<file path="src/rtl/cart_loader_if.sv">
// rtl/cart_loader_if.sv - ioctl download bus and cartridge RAM write bus
// Purpose: groups the hps_io ioctl byte stream and the cart RAM write port.
// Ports (signals):
//   ioctl_download, ioctl_wr, ioctl_addr[24:0], ioctl_dout[7:0] : download side
//   cart_wr, cart_addr, cart_data, cart_be                      : RAM write side
// Modports: master = download source / RAM sink, slave = cart_loader.
interface cart_loader_if #(
   parameter int ADDR_W     = 15,
   parameter int WORD_BYTES = 1
);
   localparam int CA_W = ADDR_W - $clog2(WORD_BYTES);

   logic                      ioctl_download;
   logic                      ioctl_wr;
   logic [24:0]               ioctl_addr;
   logic [7:0]                ioctl_dout;

   logic                      cart_wr;
   logic [CA_W-1:0]           cart_addr;
   logic [8*WORD_BYTES-1:0]   cart_data;
   logic [WORD_BYTES-1:0]     cart_be;

   modport master (
      output ioctl_download, ioctl_wr, ioctl_addr, ioctl_dout,
      input  cart_wr, cart_addr, cart_data, cart_be
   );

   modport slave (
      input  ioctl_download, ioctl_wr, ioctl_addr, ioctl_dout,
      output cart_wr, cart_addr, cart_data, cart_be
   );
endinterface

</file>
<file path="src/rtl/cart_loader.sv">
// rtl/cart_loader.sv - cartridge download front-end with mirror mask and skip-logo reset
// Purpose: packs ioctl bytes into 1- or 2-byte RAM words, learns the power-of-two
// mirror mask, flags out-of-range / unpaired bytes and sequences the skip-logo reset.
// Ports:
//   clk_sys, reset_n : clock, asynchronous active-low reset
//   bus (slave)      : ioctl download inputs, cart RAM write outputs
//   skip_en          : skip-logo option, sampled when a download ends
//   addr_mask        : mirror mask 2^n-1
//   loaded           : last download completed with at least one accepted byte
//   size_err         : a byte of this download was beyond the cart space
//   seq_err          : an odd byte arrived without its even partner (2-byte words)
//   core_reset       : registered core reset request
module cart_loader #(
   parameter int ADDR_W     = 15,
   parameter int WORD_BYTES = 1,
   parameter int SKIP_DELAY = 4999000,
   parameter int SKIP_PULSE = 1000
) (
   input  logic              clk_sys,
   input  logic              reset_n,
   cart_loader_if.slave      bus,
   input  logic              skip_en,
   output logic [ADDR_W-1:0] addr_mask,
   output logic              loaded,
   output logic              size_err,
   output logic              seq_err,
   output logic              core_reset
);
   localparam int CA_W    = ADDR_W - $clog2(WORD_BYTES);
   localparam int DW      = 8 * WORD_BYTES;
   localparam int CNT_MAX = (SKIP_DELAY > SKIP_PULSE) ? SKIP_DELAY : SKIP_PULSE;
   localparam int CNT_W   = $clog2(CNT_MAX + 1);

   localparam logic [1:0] ST_IDLE  = 2'd0;
   localparam logic [1:0] ST_WAIT  = 2'd1;
   localparam logic [1:0] ST_PULSE = 2'd2;

   // Sets every bit at and below the highest set bit.
   function automatic logic [ADDR_W-1:0] smear(input logic [ADDR_W-1:0] a);
      logic [ADDR_W-1:0] s;
      s = a;
      for (int i = ADDR_W - 2; i >= 0; i--) begin
         s[i] = s[i+1] | a[i];
      end
      return s;
   endfunction

   logic              dl_q, dl_d;
   logic              dl2_q, dl2_d;
   logic [ADDR_W-1:0] mask_q, mask_d;
   logic              loaded_q, loaded_d;
   logic              size_err_q, size_err_d;
   logic              seq_err_q, seq_err_d;
   logic              any_q, any_d;
   logic [1:0]        state_q, state_d;
   logic [CNT_W-1:0]  cnt_q, cnt_d;
   logic              core_reset_q, core_reset_d;
   logic              cart_wr_q, cart_wr_d;
   logic [CA_W-1:0]   cart_addr_q, cart_addr_d;
   logic [DW-1:0]     cart_data_q, cart_data_d;
   logic [WORD_BYTES-1:0] cart_be_q, cart_be_d;

   logic dl_start, dl_fall, strobe, in_range, accept, out_of_range;

   // Packer results for the current cycle.
   logic                  pk_wr;
   logic [CA_W-1:0]       pk_addr;
   logic [DW-1:0]         pk_data;
   logic [WORD_BYTES-1:0] pk_be;
   logic                  pk_seq;

   // Start is seen against the registered copy so a byte in the very first
   // download cycle lands on already-cleared state; the end is seen one cycle
   // later so the flush and loaded appear two cycles after the fall.
   assign dl_start     = bus.ioctl_download & ~dl_q;
   assign dl_fall      = dl2_q & ~dl_q;
   assign strobe       = bus.ioctl_wr & bus.ioctl_download;
   assign in_range     = (bus.ioctl_addr[24:ADDR_W] == '0);
   assign accept       = strobe & in_range;
   assign out_of_range = strobe & ~in_range;

   generate
      if (WORD_BYTES == 2) begin : g_word2
         logic            pend_valid_q, pend_valid_d;
         logic [7:0]      pend_data_q, pend_data_d;
         logic [CA_W-1:0] pend_addr_q, pend_addr_d;
         logic [CA_W-1:0] waddr;

         assign waddr = bus.ioctl_addr[ADDR_W-1:1];

         always_comb begin
            pend_valid_d = pend_valid_q;
            pend_data_d  = pend_data_q;
            pend_addr_d  = pend_addr_q;
            pk_wr        = 1'b0;
            pk_addr      = pend_addr_q;
            pk_data      = '0;
            pk_be        = 2'b00;
            pk_seq       = 1'b0;
            if (dl_fall && pend_valid_q) begin
               pk_wr        = 1'b1;
               pk_data      = {8'h00, pend_data_q};
               pk_be        = 2'b01;
               pend_valid_d = 1'b0;
            end
            if (dl_start) begin
               pend_valid_d = 1'b0;
            end
            if (accept) begin
               if (!bus.ioctl_addr[0]) begin
                  if (pend_valid_d) begin
                     pk_wr   = 1'b1;
                     pk_addr = pend_addr_q;
                     pk_data = {8'h00, pend_data_q};
                     pk_be   = 2'b01;
                  end
                  pend_valid_d = 1'b1;
                  pend_data_d  = bus.ioctl_dout;
                  pend_addr_d  = waddr;
               end else if (pend_valid_d && (pend_addr_q == waddr)) begin
                  pk_wr        = 1'b1;
                  pk_addr      = waddr;
                  pk_data      = {bus.ioctl_dout, pend_data_q};
                  pk_be        = 2'b11;
                  pend_valid_d = 1'b0;
               end else begin
                  pk_wr        = 1'b1;
                  pk_addr      = waddr;
                  pk_data      = {bus.ioctl_dout, 8'h00};
                  pk_be        = 2'b10;
                  pk_seq       = 1'b1;
                  pend_valid_d = 1'b0;
               end
            end
         end

         always_ff @(posedge clk_sys or negedge reset_n) begin
            if (!reset_n) begin
               pend_valid_q <= 1'b0;
               pend_data_q  <= '0;
               pend_addr_q  <= '0;
            end else begin
               pend_valid_q <= pend_valid_d;
               pend_data_q  <= pend_data_d;
               pend_addr_q  <= pend_addr_d;
            end
         end
      end else begin : g_word1
         assign pk_wr   = accept;
         assign pk_addr = bus.ioctl_addr[ADDR_W-1:0];
         assign pk_data = bus.ioctl_dout;
         assign pk_be   = 1'b1;
         assign pk_seq  = 1'b0;
      end
   endgenerate

   always_comb begin
      dl_d        = bus.ioctl_download;
      dl2_d       = dl_q;
      mask_d      = mask_q;
      loaded_d    = loaded_q;
      size_err_d  = size_err_q;
      seq_err_d   = seq_err_q;
      any_d       = any_q;
      state_d     = state_q;
      cnt_d       = cnt_q;
      cart_wr_d   = pk_wr;
      cart_addr_d = pk_wr ? pk_addr : cart_addr_q;
      cart_data_d = pk_wr ? pk_data : cart_data_q;
      cart_be_d   = pk_wr ? pk_be   : cart_be_q;

      if (dl_fall && any_q) begin
         loaded_d = 1'b1;
      end
      if (dl_start) begin
         mask_d     = '0;
         loaded_d   = 1'b0;
         size_err_d = 1'b0;
         seq_err_d  = 1'b0;
         any_d      = 1'b0;
      end
      if (accept) begin
         mask_d = mask_d | smear(bus.ioctl_addr[ADDR_W-1:0]);
         any_d  = 1'b1;
      end
      if (out_of_range) begin
         size_err_d = 1'b1;
      end
      if (pk_seq) begin
         seq_err_d = 1'b1;
      end

      // cnt_q holds the cycles remaining in WAIT/PULSE, including the current one.
      case (state_q)
         ST_IDLE: begin
            if (dl_fall && skip_en) begin
               state_d = ST_WAIT;
               cnt_d   = CNT_W'(SKIP_DELAY);
            end
         end
         ST_WAIT: begin
            if (cnt_q <= CNT_W'(1)) begin
               state_d = ST_PULSE;
               cnt_d   = CNT_W'(SKIP_PULSE);
            end else begin
               cnt_d = cnt_q - CNT_W'(1);
            end
         end
         ST_PULSE: begin
            if (cnt_q <= CNT_W'(1)) begin
               state_d = ST_IDLE;
               cnt_d   = '0;
            end else begin
               cnt_d = cnt_q - CNT_W'(1);
            end
         end
         default: begin
            state_d = ST_IDLE;
            cnt_d   = '0;
         end
      endcase
      if (dl_start) begin
         state_d = ST_IDLE;
         cnt_d   = '0;
      end

      // Keyed on the next state so the flop is high exactly while PULSE lasts.
      core_reset_d = bus.ioctl_download | (state_d == ST_PULSE);
   end

   always_ff @(posedge clk_sys or negedge reset_n) begin
      if (!reset_n) begin
         dl_q         <= 1'b0;
         dl2_q        <= 1'b0;
         mask_q       <= '0;
         loaded_q     <= 1'b0;
         size_err_q   <= 1'b0;
         seq_err_q    <= 1'b0;
         any_q        <= 1'b0;
         state_q      <= ST_IDLE;
         cnt_q        <= '0;
         core_reset_q <= 1'b0;
         cart_wr_q    <= 1'b0;
         cart_addr_q  <= '0;
         cart_data_q  <= '0;
         cart_be_q    <= '0;
      end else begin
         dl_q         <= dl_d;
         dl2_q        <= dl2_d;
         mask_q       <= mask_d;
         loaded_q     <= loaded_d;
         size_err_q   <= size_err_d;
         seq_err_q    <= seq_err_d;
         any_q        <= any_d;
         state_q      <= state_d;
         cnt_q        <= cnt_d;
         core_reset_q <= core_reset_d;
         cart_wr_q    <= cart_wr_d;
         cart_addr_q  <= cart_addr_d;
         cart_data_q  <= cart_data_d;
         cart_be_q    <= cart_be_d;
      end
   end

   assign bus.cart_wr   = cart_wr_q;
   assign bus.cart_addr = cart_addr_q;
   assign bus.cart_data = cart_data_q;
   assign bus.cart_be   = cart_be_q;
   assign addr_mask     = mask_q;
   assign loaded        = loaded_q;
   assign size_err      = size_err_q;
   assign seq_err       = seq_err_q;
   assign core_reset    = core_reset_q;
endmodule

</file>
<file path="src/flat_wrapper.sv">
// flat-port wrapper written by rule: the top's interface ports become plain ports
module cart_loader_flat 
#(
   parameter int ADDR_W     = 15,
   parameter int WORD_BYTES = 1,
   parameter int SKIP_DELAY = 4999000,
   parameter int SKIP_PULSE = 1000
)
  (clk_sys, reset_n, skip_en, addr_mask, loaded, size_err, seq_err, core_reset, bus_ioctl_download, bus_ioctl_wr, bus_ioctl_addr, bus_ioctl_dout, bus_cart_wr, bus_cart_addr, bus_cart_data, bus_cart_be);
  cart_loader_if #(.ADDR_W(ADDR_W), .WORD_BYTES(WORD_BYTES)) bus_i ();
  input  logic clk_sys;
  input  logic reset_n;
  input  logic skip_en;
  output logic [ADDR_W-1:0] addr_mask;
  output logic loaded;
  output logic size_err;
  output logic seq_err;
  output logic core_reset;
  input wire logic [$bits(bus_i.ioctl_download)-1:0] bus_ioctl_download;
  input wire logic [$bits(bus_i.ioctl_wr)-1:0] bus_ioctl_wr;
  input wire logic [$bits(bus_i.ioctl_addr)-1:0] bus_ioctl_addr;
  input wire logic [$bits(bus_i.ioctl_dout)-1:0] bus_ioctl_dout;
  output wire logic [$bits(bus_i.cart_wr)-1:0] bus_cart_wr;
  output wire logic [$bits(bus_i.cart_addr)-1:0] bus_cart_addr;
  output wire logic [$bits(bus_i.cart_data)-1:0] bus_cart_data;
  output wire logic [$bits(bus_i.cart_be)-1:0] bus_cart_be;
  assign bus_i.ioctl_download = bus_ioctl_download;
  assign bus_i.ioctl_wr = bus_ioctl_wr;
  assign bus_i.ioctl_addr = bus_ioctl_addr;
  assign bus_i.ioctl_dout = bus_ioctl_dout;
  assign bus_cart_wr = bus_i.cart_wr;
  assign bus_cart_addr = bus_i.cart_addr;
  assign bus_cart_data = bus_i.cart_data;
  assign bus_cart_be = bus_i.cart_be;
  cart_loader #(.ADDR_W(ADDR_W), .WORD_BYTES(WORD_BYTES), .SKIP_DELAY(SKIP_DELAY), .SKIP_PULSE(SKIP_PULSE)) u_core (.clk_sys(clk_sys), .reset_n(reset_n), .bus(bus_i), .skip_en(skip_en), .addr_mask(addr_mask), .loaded(loaded), .size_err(size_err), .seq_err(seq_err), .core_reset(core_reset));
endmodule
</file>
<file path="config.mk">
export PLATFORM = sky130hd
export DESIGN_NAME = cart_loader_flat
export DESIGN_NICKNAME = d
export VERILOG_FILES = /design/src/rtl/cart_loader_if.sv /design/src/rtl/cart_loader.sv /design/src/flat_wrapper.sv
export SDC_FILE = /design/constraint.sdc
export NUM_CORES = 1
export LEC_CHECK = 0
export ABC_CLOCK_PERIOD_IN_PS = 7130
export BUFFER_PORTS_ARGS = -buffer_cell sky130_fd_sc_hd__buf_4
export CAP_MARGIN = 25
export CORE_MARGIN = 3
export CORE_UTILIZATION = 32
export CTS_BUF_LIST = sky130_fd_sc_hd__clkbuf_4
export DETAILED_ROUTE_END_ITERATION = 10
export PLACE_DENSITY_LB_ADDON = 0.15
export REMOVE_ABC_BUFFERS = 1
export SLEW_MARGIN = 20
export SYNTH_ARGS = -nofsm -noshare
export SYNTH_HDL_FRONTEND = slang
export SYNTH_SLANG_ARGS = --single-unit
</file>
<file path="constraint.sdc">
create_clock -name clk_sys -period 7.13 [get_ports clk_sys]
set_clock_uncertainty 0.2 [all_clocks]
set_input_delay 0.3565 -clock clk_sys [delete_from_list [all_inputs] [get_ports clk_sys]]
set_output_delay 0.3565 -clock clk_sys [all_outputs]
set_load 0.03 [all_outputs]
</file>
== Word-level counts from Yosys, hierarchy flattened ==
Index checks and enable logic that the tools add are counted.

* Logic and storage cells: 66
* Register bits after elaboration: 71
* Input bits: 38

* Reductions and logical operators: 7
* Muxes and demuxes: 17
* Order comparisons: 1
* Add/subtract/negate cells: 1
* Equality and inequality tests: 4
* Bitwise operators: 23

{| class="wikitable"
|+ Operators with widths
! operator !! number
|-
| 23-bit 2-to-1 mux || 4
|-
| 23-bit case mux with 3 select lines || 1
|-
| 15-bit 2-to-1 mux || 2
|-
| 23-bit by 1-bit <= comparator with 1-bit output, second input constant || 1
|-
| 23-bit by 1-bit subtractor with 23-bit output, second input constant || 1
|-
| 1-bit bitwise OR || 15
|-
| 15-bit bitwise OR || 1
|-
| 10-bit logical NOT || 1
|-
| 2-bit 2-to-1 mux || 4
|-
| 2-bit case mux with 3 select lines || 1
|-
| 2-bit nonzero test || 3
|-
| 1-bit AND || 5
|-
| 1-bit 2-to-1 mux || 5
|-
| 2-bit equality test, second input constant || 2
|-
| 3-bit by 1-bit inequality test with 1-bit output, second input constant || 1
|-
| 2-bit by 1-bit equality test with 1-bit output, second input constant || 1
|-
| 1-bit logical AND || 2
|-
| 2-bit logical NOT || 1
|-
| 1-bit NOT || 2
|}

== Longest topological paths before layout ==
Gate-level depths: netlist of the first run.

* Depth in word-level cells: 16
* Gate-level depth with buffers: 8
* Mapped depth without buffers: 7

== Least setup slack after synthesis of the first run ==
OpenSTA, ideal clock, no wires.

* Kind: register to register
* Start point: register u_core.cnt_q[11]
* End point: register u_core.cnt_q[3]
* Slack: 4.773 ns
* Stages on the path, launching flop included: 7
* Buffers on the path: 1
* Required time: 6.863 ns
* Arrival time: 2.089 ns
* Cell sequence: dfrtp_1 > or4_1 > buf_6 > or4_4 > nor2_4 > o311a_1 > o221a_1

* Word-level cells in the longest chain between the ends: 4
* Elaborated cells on any way between the ends: 5

{| class="wikitable"
|+ RTL lines
! what !! line !! text
|-
| start, declared || cart_loader.sv:56 || <nowiki>logic [CNT_W-1:0] cnt_q, cnt_d;</nowiki>
|-
| start signal, assigned || cart_loader.sv:256 || <nowiki>cnt_q <= cnt_d;</nowiki>
|-
| 23-bit by 1-bit <= comparator with 1-bit output * || cart_loader.sv:202, cart_loader.sv:210 ||
|-
| 23-bit 2-to-1 mux (on tied branches) || cart_loader.sv:210, cart_loader.sv:202 ||
|-
| 23-bit case mux with 3 select lines * || cart_loader.sv:194 || <nowiki>case (state_q)</nowiki>
|-
| 23-bit 2-to-1 mux * || cart_loader.sv:222 || <nowiki>if (dl_start) begin</nowiki>
|}

Every way passes the cells marked *; elsewhere a longest branch is shown, timed or not.
A chain may end at the register's enable or synchronous reset.

== Final worst setup path of the first run ==
* Start point: input bus_ioctl_download
* End point: register u_core.mask_q[4], in the netlist u_core.addr_mask[4]

* Word-level cells in the longest chain between the ends: 4
* Elaborated cells on any way between the ends: 6

{| class="wikitable"
|+ RTL lines
! what !! line !! text
|-
| start, declared || flat_wrapper.sv:19 || <nowiki>input wire logic [$bits(bus_i.ioctl_download)-1:0] bus_ioctl_download;</nowiki>
|-
| 1-bit AND || cart_loader.sv:75 || <nowiki>assign dl_start = bus.ioctl_download & ~dl_q;</nowiki>
|-
| 15-bit 2-to-1 mux || cart_loader.sv:175 || <nowiki>if (dl_start) begin</nowiki>
|-
| 15-bit bitwise OR || cart_loader.sv:183 || <nowiki>mask_d = mask_d | smear(bus.ioctl_addr[ADDR_W-1:0]);</nowiki>
|-
| 15-bit 2-to-1 mux * || cart_loader.sv:182 || <nowiki>if (accept) begin</nowiki>
|-
| named net u_core.mask_d[4] || cart_loader.sv:50 || <nowiki>logic [ADDR_W-1:0] mask_q, mask_d;</nowiki>
|-
| end signal, assigned || cart_loader.sv:250 || <nowiki>mask_q <= mask_d;</nowiki>
|-
| end, declared || cart_loader.sv:50 ||
|}

Mark *: on every way through the listed nets, which the timed path passes. The rest lies on a longest branch.

==> flow_results.org, run 1 <==
** Synthesis
- Yosys mapped a number of flops with a built-in enable equal to 0.
- The share of the Yosys chip area taken by registers is 52.1%.
- The synthesized design devotes to its leading area cell type 52.1% of total area.
- The most used flip-flop cell after synthesis is sky130_fd_sc_hd__dfrtp_1.
- The commonest cells after synthesis are 101 x sky130_fd_sc_hd__nand2_1, 71 x sky130_fd_sc_hd__dfrtp_1, 25 x sky130_fd_sc_hd__o21ai_0, 22 x sky130_fd_sc_hd__nor2_1, 17 x sky130_fd_sc_hd__a21oi_1.
- Synth Instances :: 376
- Counting flops and latches in the post-synthesis netlist gives 71.
- Synth warn :: 0
- A synthesized cell averages 9.06 um^2.
- Summing every instance area after synthesis gives 3410 um^2.
- Unique masters post-synth :: 55
- After synthesis, the share of flip-flops with an asynchronous set or reset is 100%.
- Yosys instantiated no cell more often than sky130_fd_sc_hd__nand2_1.
- The synthesized design spends more area on one cell type than any other, namely sky130_fd_sc_hd__dfrtp_1.
- Cell types occupying the most area after synthesis :: sky130_fd_sc_hd__dfrtp_1 52%, sky130_fd_sc_hd__nand2_1 11%, sky130_fd_sc_hd__o21ai_0 3.7%

** Place
- Post-detail-place hpwl :: 5.96 mm
- PortBufs :: 80
- Placer Congestion :: 0.805
- Worst-case setup slack after placement :: 4220 ps

** Die
- Placeable core area :: 10300 um^2
- The die covers 11900 um^2.
- I/O Pins :: 82
- Vert. Die Dim :: 109 um
- Initial Utilization :: 33.0%
- Row generation in the floorplan step produced 37 rows.
- Horizontal extent of the die :: 109 um

** Detailed routing
- For this block, the initial DRC count from the detailed router was 120.
- After detailed routing, the number of remaining DRC violations is 0.
- Via count of the routed design :: 3065
- Dividing the detail-routed via count by the number of cells gives 4.95.
- For this run, the detailed router's first-pass iteration total came to 4.
- WL per Instance :: 14.5 um
- The detail route stage leaves a number of antenna-violating nets equal to 0.
- Final wirelength :: 8.96 mm

** Status
- The run finished with clean final reports.

** STA
- Derived from the worst setup path, the maximum achievable clock frequency is 0.329 GHz.
- Counting I/O delays and the setup requirement, the final critical path takes 3040 ps.
- At the pin with the least slew margin, the transition time is 929 ps.
- Max Slew Vio Count :: 0
- Setup violations remaining at the end of the flow were counted as 0.
- Slew HR :: 38.0%
- In the finished design, the share of the clock period the worst path needs comes to 42.7%.
- The number of hold violations in the final report was 0.
- Setup repair after global routing left no endpoint under its margin.
- Post-route setup TNS :: 0 ps
- Worst path setup slack after routing :: 4090 ps

** Final layout
- Of the cells placed in the final design, the portion with a size suffix greater than 1 is 22.8%.
- Relative to the synthesized area, the layout overhead comes to 34.1%.
- Core occupancy in the finished layout :: 44.3%
- The net count of the finished layout is 518.
- Counting the fill cells in the layout gives 1000.
- Ant diodes :: 0

** Global routing
- Global routing used 15.8% of the available tracks.
- The initial antenna violation count is 0.
- The first global-routing pass estimated 14.9 mm of wire.
- Global-route congestion overflow total :: 0
- Entering global routing, the biggest net connects 72 pins.
- Via count of the first global-routing pass :: 3019

** Power and ir drop
- Maximum resistive drop on vdd :: 97.4 uV
- The analysis attributes to cell leakage a power of 2.26 nW.
- Power spread over the standard cell area amounts to 232 nW/um^2.

** Clock tree
- CTS tree :: yes
- The tree built by TritonCTS fans out to 71 sinks.
- Max H-tree Level :: 3
- After clock tree synthesis, the setup repair step added 0 buffers.
- Inserted Clock Buffers :: 9
- The cell sitting at the root of the clock tree is a sky130_fd_sc_hd__clkbuf_4.
- The clock passes through at most 2 buffers.
- After clock tree synthesis, the clock-pin slew on the worst setup and hold paths is 130 ps.
- Clock Latency Late Sink :: 430 ps

** Hold path
- Worst hold path class :: input port to register

** Critical path
- Req. time, crit path :: 7310 ps
- Data arrives at the worst endpoint at 3230 ps.
- STA classifies the critical path endpoint as a register.
- By startpoint and endpoint, the worst setup path is classified as input port to register.
- Critical path fanouts, max :: 33
- The worst setup path is launched from an input port.

** Flow run
- Number of maximum-capacitance constraint violations :: 0
==> cells in the final DEF (no fill, tap or decap), types with 2 or more instances in the layout <==
master,n
sky130_fd_sc_hd__xor2_1,2
sky130_fd_sc_hd__inv_1,12
sky130_fd_sc_hd__or3_1,5
sky130_fd_sc_hd__o22ai_1,3
sky130_fd_sc_hd__dlygate4sd3_1,27
sky130_fd_sc_hd__nor4_4,2
sky130_fd_sc_hd__clkbuf_4,10
sky130_fd_sc_hd__xnor2_1,2
sky130_fd_sc_hd__inv_6,2
sky130_fd_sc_hd__nand3_1,7
sky130_fd_sc_hd__nor3_1,11
sky130_fd_sc_hd__a31oi_1,5
sky130_fd_sc_hd__o41ai_1,2
sky130_fd_sc_hd__a21oi_1,17
sky130_fd_sc_hd__o21ai_1,3
sky130_fd_sc_hd__o21ai_0,25
sky130_fd_sc_hd__nand2b_1,5
sky130_fd_sc_hd__or4_1,9
sky130_fd_sc_hd__nor4_1,7
sky130_fd_sc_hd__nor2_1,22
sky130_fd_sc_hd__a22o_1,4
sky130_fd_sc_hd__a22oi_1,2
sky130_fd_sc_hd__nand3b_1,3
sky130_fd_sc_hd__ha_1,2
sky130_fd_sc_hd__o21a_1,3
sky130_fd_sc_hd__a21o_1,4
sky130_fd_sc_hd__dfrtp_1,71
sky130_fd_sc_hd__nand2_1,101
sky130_fd_sc_hd__bufinv_16,3
sky130_fd_sc_hd__or4_4,2
sky130_fd_sc_hd__nor2b_1,2
sky130_fd_sc_hd__buf_4,81
sky130_fd_sc_hd__or2_2,3
==> flip-flops by register name (all words and copies together) (netlist names) <==
signal	count
u_core.bus.cart_data	8
u_core.loaded	1
u_core.size_err	1
u_core.dl2_q	1
u_core.bus.cart_be	1
u_core.state_q	2
u_core.core_reset	1
u_core.bus.cart_addr	15
u_core.dl2_d	1
u_core.bus.cart_wr	1
u_core.cnt_q	23
u_core.addr_mask	15
u_core.any_q	1
==> cell type report <==
class                      count  area [um^2]  share of cell area [%]
clock buffer                  10         75.1                    1.64
clock inverter                 6          116                    2.55
inverter                      12         45.0                   0.986
multi-input combinational    276         1510                    33.0
sequential                    71         1780                    38.9
tap                          136          170                    3.72
timing repair buffer         108          878                    19.2
==> repair_timing <==
| item | in CTS | in global routing |
|---|---|---|
| resized for setup | 0 | 0 |
| endpoints found under the setup margin | 0 | 0 |
| hold buffers | 27 | 0 |
| endpoints found under the hold margin | 106 | 0 |
==> where the power goes <==
group | switching, W | total [W] | internal, W
Clock | 0.000159 | 0.000343 | 0.000185
Sequential | 0.0000425 | 0.000476 | 0.000434
Combinational | 0.000136 | 0.000239 | 0.000103
Total | 0.000337 | 0.00106 | 0.000721
==> worst max-delay path, cell delays in order <==
cell                            delay [ps]
sky130_fd_sc_hd__dlygate4sd3_1         530
sky130_fd_sc_hd__buf_4                 130
sky130_fd_sc_hd__nand2_1                40
sky130_fd_sc_hd__or2_2                 520
sky130_fd_sc_hd__inv_1                 780
sky130_fd_sc_hd__o41ai_1               180
sky130_fd_sc_hd__dlygate4sd3_1         610
sky130_fd_sc_hd__nand2_1                70
==> final timing paths <==
path,start,to,slack (ps),depth (start not counted)
min in group asynchronous,reset_n,u_core.cnt_q[7]$_DFFE_PN0P_,360,2
setup reg to reg,u_core.dl2_d$_DFF_PN0_,u_core.cnt_q[17]$_DFFE_PN0P_,4410,5
hold reg to reg,u_core.dl2_d$_DFF_PN0_,u_core.dl2_q$_DFF_PN0_,280,0
hold / removal,bus_ioctl_addr[23],u_core.size_err$_DFFE_PN0P_,90,4
max in group asynchronous,reset_n,u_core.addr_mask[6]$_DFF_PN0_,5740,2
setup / recovery,bus_ioctl_download,u_core.addr_mask[4]$_DFF_PN0_,4090,8
==> per-layer routing <==
metal  vias to the layer above  track usage [%]  share of wire, %
li1                       1517                -                 -
met1                      1440             20.3                45
met2                        92             25.3                46
met3                        16             4.44               7.2
met4                         0             5.88               1.8
met5                         -                0                 0
==> cells by family after synthesis <==
logic type | share of synthesized area [%]
compound gates | 15.0
buf+inv | 3.60
other cells | 0.110
mux | 0.330
simple gates | 27.1
fa+ha+maj | 0.734
xor+xnor | 1.03
flops | 52.1
==> per-stage QoR <==
step | cells | instance area [um^2] | hold WS (ps) | power [W]
after floorplan | 359 | 3330 | -139 | 0.000633
after global placement | 576 | 4110 | 229 | 0.000707
after detailed placement | 576 | 4110 | 232 | 0.000709
after CTS | 619 | 4570 | 78.9 | 0.00107
after global routing | 619 | 4570 | 108 | 0.00112
final | 619 | 4570 | 91.8 | 0.00106
Power figures use the tool's default switching activity.
==> run 2, diff against run 1 <==
- ABC_CLOCK_PERIOD_IN_PS: 7130 -> 2980
- clock period: 7.13 -> 2.98 ns (I/O delays scaled with it)
==> run 2 against run 1 <==
Register-to-register slack worse by 4100 ps. Non-clock buffer count is 9 higher. Critical endpoint is now u_core.cnt_q[11]$_DFFE_PN0P_. Hold slack better by 13 ps. Critical path depth is 3 lower. First-iteration DRC count is 13% lower. Largest cell class unchanged. Sequential cell count stayed put. Power is 130% higher. Global-route usage is 0.54 points higher. Largest power group unchanged.
==> flow_results.org, run 2 (synthesis results as in run 1) <==
** Status
- The flow ran to the end, and the final reports show no timing, DRC or antenna violations.

** Place
- Placer Congestion :: 0.878 (+9.1%)
- The total cell area at the placement stage is 4160 um^2 (+1.3%).
- The estimated wirelength of the detail-placed design was 6.15 mm (+3.2%).
- PortBufs :: 80 (unchanged)
- Worst-case setup slack after placement :: 355 ps (-3870 ps)

** Final layout
- Number of flip-flops in the largest register :: 23 (unchanged)
- Ratio of cells with drive above 1 in the final layout :: 23.6% (+0.85 points)
- Core occupancy in the finished layout :: 44.6% (+0.34 points)
- The number of fill cells is 981 (-1.9%).
- Commonest non-fill, non-tap cell in the layout :: sky130_fd_sc_hd__nand2_1
- The post-layout net count is 527 (+1.7%).
- The antenna diode instance count was 0 (unchanged).
- Leaving out fill and tap cells, the most frequent cells in the layout are 101 x sky130_fd_sc_hd__nand2_1, 88 x sky130_fd_sc_hd__buf_4, 71 x sky130_fd_sc_hd__dfrtp_1.
- From synthesis to final layout, the design area changed by 35.1%.
- Ranked by flip-flop count, first place goes to u_core.cnt_q.
- Final cell area excluding filler cells :: 4600 um^2 (+0.77%)

** Clock tree
- Maximum buffer depth of the clock tree :: 2 (unchanged)
- Clock edge transition at the registers on the reported setup and hold paths :: 120 ps (about the same)
- Inserted Clock Buffers :: 9 (unchanged)
- Post-CTS Repair Setup Buffers :: 0 (unchanged)
- Cell at the root of the clock tree :: sky130_fd_sc_hd__clkbuf_4
- The number of sinks handled by clock tree synthesis is 71 (unchanged).
- CTS tree :: yes
- The H-tree depth reported by CTS is 3 (unchanged).
- The latest clock arrival within the worst-skew pair came to 410 ps (-20 ps).

** Die
- Area enclosed by the die boundary :: 11900 um^2 (unchanged)
- Placeable core area :: 10300 um^2 (unchanged)
- Initial Utilization :: 33.0% (unchanged)
- Number of placement rows :: 37 (unchanged)
- The x dimension of the die came to 109 um (unchanged).
- I/O Pins :: 82 (unchanged)
- The die boundary height came to 109 um (unchanged).

** Detailed routing
- The final routed wirelength across all metal layers came to 9.19 mm (+2.6%).
- DR DRC count :: 0 (unchanged)
- The ratio of routed vias to standard cells was 4.93 (-0.50%).
- Initial detailed-routing violation count :: 105 (-13%)
- The remaining antenna violation count came to 0 (unchanged).
- Number of optimization iterations in the first detailed-route pass :: 4 (unchanged)
- The routed length per instance is 14.7 um (+1.3%).
- Via count of the routed design :: 3089 (+0.78%)

** STA
- Post-route clock period utilization :: 89.1%
- Time the final worst path needs with I/O delays and setup :: 2660 ps
- Fmax :: 0.376 GHz
- Max Slew Vio Count :: 0 (unchanged)
- Setup repair after global routing left no endpoint under its margin.
- The number of hold violations in the final report came to 0 (unchanged).
- The total negative slack for setup checks was 0 ps (unchanged).
- The slew of the pin with the lowest slew margin was 921 ps (-7.92 ps).
- Slew HR :: 38.6% (+0.60 points)
- The setup slack after layout is 323 ps (-3760 ps).
- Final setup fails :: 0 (unchanged)

** Global routing
- Global-route congestion overflow total :: 0 (unchanged)
- The initial antenna violation count is 0 (unchanged).
- Wire length of the first global-routing pass :: 15.3 mm (+3.0%)
- The via count of the first global-routing pass came to 3070 (+1.7%).
- The global-route usage over all layers came to 16.3% (+0.54 points).
- The maximum number of pins on one net before global-route repair is 72 (unchanged).

** Critical path
- Type of element launching the critical path :: register
- Category of the worst setup path capture point :: register
- Arrival time at the worst endpoint :: 2760 ps (-470 ps)
- Cells on worst reg2reg path :: 5 (unchanged)
- Critical path class :: register to register
- Largest incremental delay on the critical path :: 710 ps (-70 ps)
- The slowest stage of the critical path is the sky130_fd_sc_hd__or4_1 cell.
- Critical path fanouts, max :: 12 (-64%)
- Req. time, crit path :: 3090 ps (-4220 ps)
- Traced cell by cell, the critical path runs through or4_1 -> nor4_4 -> a21o_1 -> o21ai_0 -> a22o_1.

** Power and ir drop
- The power density over cell area is 524 nW/um^2 (+130%).
- Maximum resistive drop on vdd :: 256 uV (+160%)
- Total Power Consumption :: 0.00241 W (+130%)
- The static power due to leakage is 2.28 nW (+1.0%).

** Hold path
- Depth of the worst hold-timing path :: 5 (+1)
- The tightest min-delay check is of the input port to register type.

** Flow run
- The max-capacitance violation count is 0 (unchanged).
==> run 2: changes by cell type in the layout (fill, tap and decap cells not counted), sizes merged <==
| cell | previous run | this run |
|---|---|---|
| inv | 14 | 12 |
| bufinv | 3 | 2 |
| clkinvlp | 0 | 1 |
| clkinv | 1 | 3 |
| buf | 81 | 88 |
| clkbuf | 10 | 9 |
| dlygate4sd3 | 27 | 29 |
==> run 2: power breakdown <==
group	internal, W	switching, W	total [W]
combinational	0.000253	0.000327	0.000580
sequential	0.00104	0.000101	0.00114
clock	0.000334	0.000362	0.000696
total	0.00162	0.000790	0.00241
==> run 2: path summary, 6_finish.rpt <==
check	from	end	slack, ps
min in group asynchronous	reset_n	u_core.cnt_q[7]$_DFFE_PN0P_	190
max in group asynchronous	reset_n	u_core.addr_mask[7]$_DFF_PN0_	1780
worst min register to register	u_core.dl2_d$_DFF_PN0_	u_core.dl2_q$_DFF_PN0_	250
worst max register to register	u_core.cnt_q[11]$_DFFE_PN0P_	u_core.cnt_q[11]$_DFFE_PN0P_	320
worst min-delay path	skip_en	u_core.state_q[0]$_DFF_PN0_	110
worst max-delay path	u_core.cnt_q[11]$_DFFE_PN0P_	u_core.cnt_q[11]$_DFFE_PN0P_	320
==> run 2: final cells by class <==
class,instances,area (um^2),area share (%)
Timing Repair Buffer,117,951,20.7
Sequential cell,71,1780,38.6
Clock inverter,6,86.3,1.87
Multi-Input combinational cell,276,1510,32.7
Inverter,12,45.0,0.978
Tap cell,136,170,3.70
Clock buffer,9,67.6,1.47
==> run 2: repair_timing <==
| action | in CTS | in global routing |
|---|---|---|
| setup endpoints to repair | 0 | 0 |
| hold endpoints to repair | 113 | 0 |
| hold buffers | 29 | 0 |
| gates resized for setup | 0 | 0 |
==> run 2: per-layer routing <==
metal / wire, um / track usage, % / up-vias / part of all wire (%)
met2: 4290 / 25.9 / 97 / 47
met3: 620 / 4.50 / 12 / 6.7
met5: 0 / 0 / - / 0
li1: - / - / 1531 / -
met1: 4160 / 21.7 / 1449 / 45
met4: 127 / 5.08 / 0 / 1.4
==> run 2: metrics by stage <==
stage	hold WS [ps]	std cells
after floorplan	-347	359
after global placement	105	583
after detailed placement	108	583
after CTS	88.8	627
after global routing	126	627
final	105	627
==> run 2: worst max-delay path, delay by kind of cell, from the launching register on <==
kind | cells | cell delay, ps
and+or+nand+nor | 2 | 1130
AOI/OAI and AO/OA | 3 | 810
DFF | 1 | 420
==> run 3, diff against run 2 <==
- ABC_AREA: default -> 1
- MAX_ROUTING_LAYER: default -> met4
- RECOVER_POWER: default -> 50
==> run 3 against run 2 <==
The flow now finishes with violations (max-capacitance violations, max-slew violations). Sequential share of layout area down 0.62 points. Sequential cell count unchanged. Cell count up 12%.
==> flow_results.org, run 3 <==
** STA
- Final setup fails :: 0 (unchanged)
- Endpoints failing hold :: 0 (unchanged)
- The total negative slack for setup checks was 0 ps (unchanged).
- Time the final worst path needs with I/O delays and setup :: 2340 ps (-312 ps)
- The max-slew headroom at the worst pin is -18.9% (-58 points).
- Fmax :: 0.427 GHz (+13%)
- The number of slew-limit violations in the final report was 72 (+72).
- The slew of the pin with the lowest slew margin was 1780 ps (+863 ps).
- RSZ-0062 raised after global routing :: no
- The final cycle utilization of the critical path was 78.7% (-10 points).

** Die
- I/O Pins :: 82 (unchanged)
- Area enclosed by the die boundary :: 12500 um^2 (+4.6%)
- The number of core rows was 37 (unchanged).
- Initial Utilization :: 33.7% (+0.72 points)
- The die boundary height is 112 um (+2.3%).
- Placeable core area :: 10600 um^2 (+2.7%)
- The x dimension of the die is 112 um (+2.3%).

** Power and ir drop
- Sequential power share :: 44.4% (-2.7 points)
- Sw Pwr :: 0.000921 W (+17%)
- The static power due to leakage is 2.45 nW (+7.4%).
- Maximum resistive drop on vdd :: 292 uV (+14%)
- The share of power burned in combinational logic came to 28.5% (+4.5 points).
- The share of total power in the clock network was 27.1% (-1.7 points).
- The internal power component is 0.00165 W (+1.8%).
- The power density over cell area came to 550 nW/um^2 (+5.0%).
- Switching share of total power :: 35.8% (+3.1 points)

** Final layout
- The post-layout instance count excluding filler cells is 705 (+12%).
- Ranked by flip-flop count, first place goes to u_core.cnt_q.
- Relative to the synthesized area, the layout overhead comes to 30.9%.
- The ratio of cells with drive above 1 in the final layout was 18.8% (-4.8 points).
- The post-layout net count came to 605 (+15%).
- Number of flip-flops in the largest register :: 23 (unchanged)
- Leading cell types in the layout, fill and taps excluded :: 178 x sky130_fd_sc_hd__nand2_1, 71 x sky130_fd_sc_hd__dfrtp_1, 61 x sky130_fd_sc_hd__buf_4
- The library cell used most frequently in the layout, excluding fill and tap cells, is sky130_fd_sc_hd__nand2_1.

** Critical path
- Cells on worst reg2reg path :: 10 (+5)
- The register-to-register setup slack came to 1000 ps (+680 ps).
- The worst register-to-register path begins at u_core.dl2_d$_DFF_PN0_.
- The worst register-to-register path ends at u_core.cnt_q[8]$_DFFE_PN0P_.
- Req. time, crit path :: 3120 ps (+30 ps)
- Type of element launching the critical path :: input port
- The data arrival at the endpoint of the critical path is 2490 ps (-270 ps).
- Category of the worst setup path capture point :: register
- The largest driver fanout on the critical path came to 31 (+19).
- Critical path class :: input port to register

** Clock tree
- Clock Latency Late Sink :: 440 ps (+30 ps)
- Inserted Clock Buffers :: 9 (unchanged)
- The post-cts resize count came to 0 (unchanged).
- The H-tree depth reported by CTS came to 3 (unchanged).
- The number of buffers between clock root and the deepest sink was 2 (unchanged).
- Cell at the root of the clock tree :: sky130_fd_sc_hd__clkbuf_4
- The number of sinks handled by clock tree synthesis was 71 (unchanged).
- CTS tree :: yes
- The clock-pin slew on the worst setup and hold paths came to 130 ps (about the same).

** Global routing
- Via count of the first global-routing pass :: 3385 (+10%)
- The fraction of met1 tracks used by global routing is 20.0% (-1.7 points).
- Pin count of the biggest net entering global routing :: 72 (unchanged)
- The met3 layer usage reported by global route came to 4.62% (+0.12 points).
- The layer flagged by global routing as most heavily used is met2.
- The global-route track usage on met2 is 26.1% (+0.14 points).
- The aggregate global routing overflow came to 0 (unchanged).
- The wire length of the first global-routing pass is 16.1 mm (+5.3%).
- Antenna violations before repair :: 1 (+1)
- The global-route usage over all layers was 16.4% (+0.061 points).

** Status
- Violated checks :: max-capacitance violations, max-slew violations
- The run finished, with violations left.

** Detailed routing
- Number of optimization iterations in the first detailed-route pass :: 4 (unchanged)
- Final wirelength :: 9.30 mm (+1.1%)
- Via count of the routed design :: 3236 (+4.8%)
- WL per Instance :: 13.2 um (-10%)
- Antenna violation net count after detailed routing :: 0 (unchanged)
- The iteration-0 DRC count of the detailed router came to 136 (+30%).
- DR DRC count :: 0 (unchanged)
- The ratio of routed vias to standard cells is 4.59 (-6.8%).

** Hold path
- The worst hold path belongs to the class input port to register.
- The instance count along the most critical hold path was 5 (unchanged).
- The worst hold path begins at bus_ioctl_addr[15].
- The path with the worst hold slack has its endpoint at u_core.size_err$_DFFE_PN0P_.

** Synthesis
- Post-synthesis sequential area ratio :: 49.7% (-2.4 points)
- The average footprint of a synthesized cell came to 7.89 um^2 (-13%).
- The number of flops mapped to enable cells by yosys is 0 (unchanged).
- Top cells by instance count after synthesis :: 178 x sky130_fd_sc_hd__nand2_1, 71 x sky130_fd_sc_hd__dfrtp_1, 47 x sky130_fd_sc_hd__nor2_1, 32 x sky130_fd_sc_hd__inv_1, 27 x sky130_fd_sc_hd__nand3_1
- By instance count, the leading cell after synthesis is sky130_fd_sc_hd__nand2_1.
- Seq cells post-synth :: 71 (unchanged)
- Synth warn :: 0 (unchanged)
- The netlist area before placement is 3570 um^2 (+4.9%).
- The number of distinct standard cells referenced by the synthesized netlist is 38 (-31%).
- The biggest area contributor in the post-synthesis netlist is sky130_fd_sc_hd__dfrtp_1.
- Cell types occupying the most area after synthesis :: sky130_fd_sc_hd__dfrtp_1 50%, sky130_fd_sc_hd__nand2_1 19%, sky130_fd_sc_hd__nor2_1 4.9%
- Synth Instances :: 453 (+20%)
- Synth Flop Type :: sky130_fd_sc_hd__dfrtp_1
- The async set-reset flop share out of synthesis was 100% (unchanged).
- Proportion of netlist area held by the largest area contributor :: 49.7% (-2.4 points)

** Place
- The instance count after placement with tap cells included is 660 (+13%).
- PortBufs :: 80 (unchanged)
- The global placement routability congestion was 0.886 (+0.90%).
- Post-detail-place hpwl :: 6.43 mm (+4.5%)

** Flow run
- The max-capacitance violation count was 1 (+1).
## run 3: cell types whose count changed after synthesis, sizes merged, moves of 6 or more
| cell | previous run | this run |
|---|---|---|
| nand2 | 101 | 185 |
| nor2 | 23 | 59 |
| inv | 12 | 36 |
| nand3 | 7 | 29 |
| a21oi | 17 | 4 |
| or4 | 12 | 0 |
| clkbuf | 13 | 5 |
| nor3 | 11 | 3 |
| nor4 | 10 | 2 |
| xor2 | 2 | 9 |
| o21ai | 28 | 22 |
## run 3: cell families after synthesis
logic type | after synthesis | synth area share, %
adders and majority gates | 2 | 0.700
and+or+nand+nor | 284 | 34.9
other | 1 | 0.105
AOI/OAI and AO/OA | 36 | 6.20
xor gates and xnor gates | 12 | 2.94
DFF | 71 | 49.7
buffers and inverters | 47 | 5.50
## run 3: how the worst max path moves through the flow
stage | cells past startpoint | slack (ps) | from | endpoint
global placement | 10 | 1050 | u_core.cnt_q[10]$_DFFE_PN0P_ | u_core.cnt_q[15]$_DFFE_PN0P_
global route | 8 | 440 | bus_ioctl_addr[23] | u_core.bus.cart_addr[13]$_DFFE_PN0P_
floorplan | 5 | 430 | bus_ioctl_addr[22] | u_core.addr_mask[6]$_DFF_PN0_
finish | 8 | 640 | bus_ioctl_addr[23] | u_core.bus.cart_addr[13]$_DFFE_PN0P_
CTS | 8 | 620 | bus_ioctl_addr[23] | u_core.bus.cart_addr[13]$_DFFE_PN0P_
detailed placement | 10 | 1020 | u_core.dl2_d$_DFF_PN0_ | u_core.cnt_q[9]$_DFFE_PN0P_
## run 3: what timing repair did
item,4_1_cts,5_1_grt
hold buffers,30,0
buffers inserted,0,0
hold endpoints to repair,113,0
## run 3: per-layer routing
metal	part of all wire, %	vias to the layer above
met5	0	-
met4	2.2	0
met3	5.8	16
met2	47	74
met1	45	1506
li1	-	1640
## run 3: area by class of cell
type	instances	area (um^2)
Antenna cell	1	2.50
Clock buffer	10	75.1
Clock inverter	4	72.6
Fill cell	1070	5920
Inverter	36	140
Multi-Input combinational cell	335	1600
Sequential cell	71	1780
Tap cell	136	170
Timing Repair Buffer	112	838
## run 3: power groups by stage
stage	Combinational, W	Sequential, W	Clock, W
finish	0.000734	0.00114	0.000698
global route	0.000843	0.00116	0.000760
CTS	0.000743	0.00115	0.000723
detailed placement	0.000707	0.00116	0
global placement	0.000703	0.00116	0
floorplan	0.000514	0.00114	0
## run 3: stage by stage
step | cell area (um^2) | hold slack [ps] | power, W | utilization [%] | worst slack (ps)
CTS | 4750 | 26.3 | 0.00261 | 44.8 | 622
global route | 4680 | 60.1 | 0.00276 | 44.1 | 441
detailed placement | 4310 | 93.0 | 0.00187 | 40.6 | 1020
finish | 4680 | 39.0 | 0.00258 | 44.1 | 636
floorplan | 3520 | -347 | 0.00166 | - | 426
global placement | 4310 | 90.9 | 0.00187 | 40.6 | 1050
## run 3: critical path: stages
cell	delay, ps
sky130_fd_sc_hd__dlygate4sd3_1	540
sky130_fd_sc_hd__buf_4	130
sky130_fd_sc_hd__nor4_1	160
sky130_fd_sc_hd__dlygate4sd3_1	580
sky130_fd_sc_hd__nand2_1	80
sky130_fd_sc_hd__nor2_2	100
sky130_fd_sc_hd__inv_1	400
sky130_fd_sc_hd__o21ai_0	340
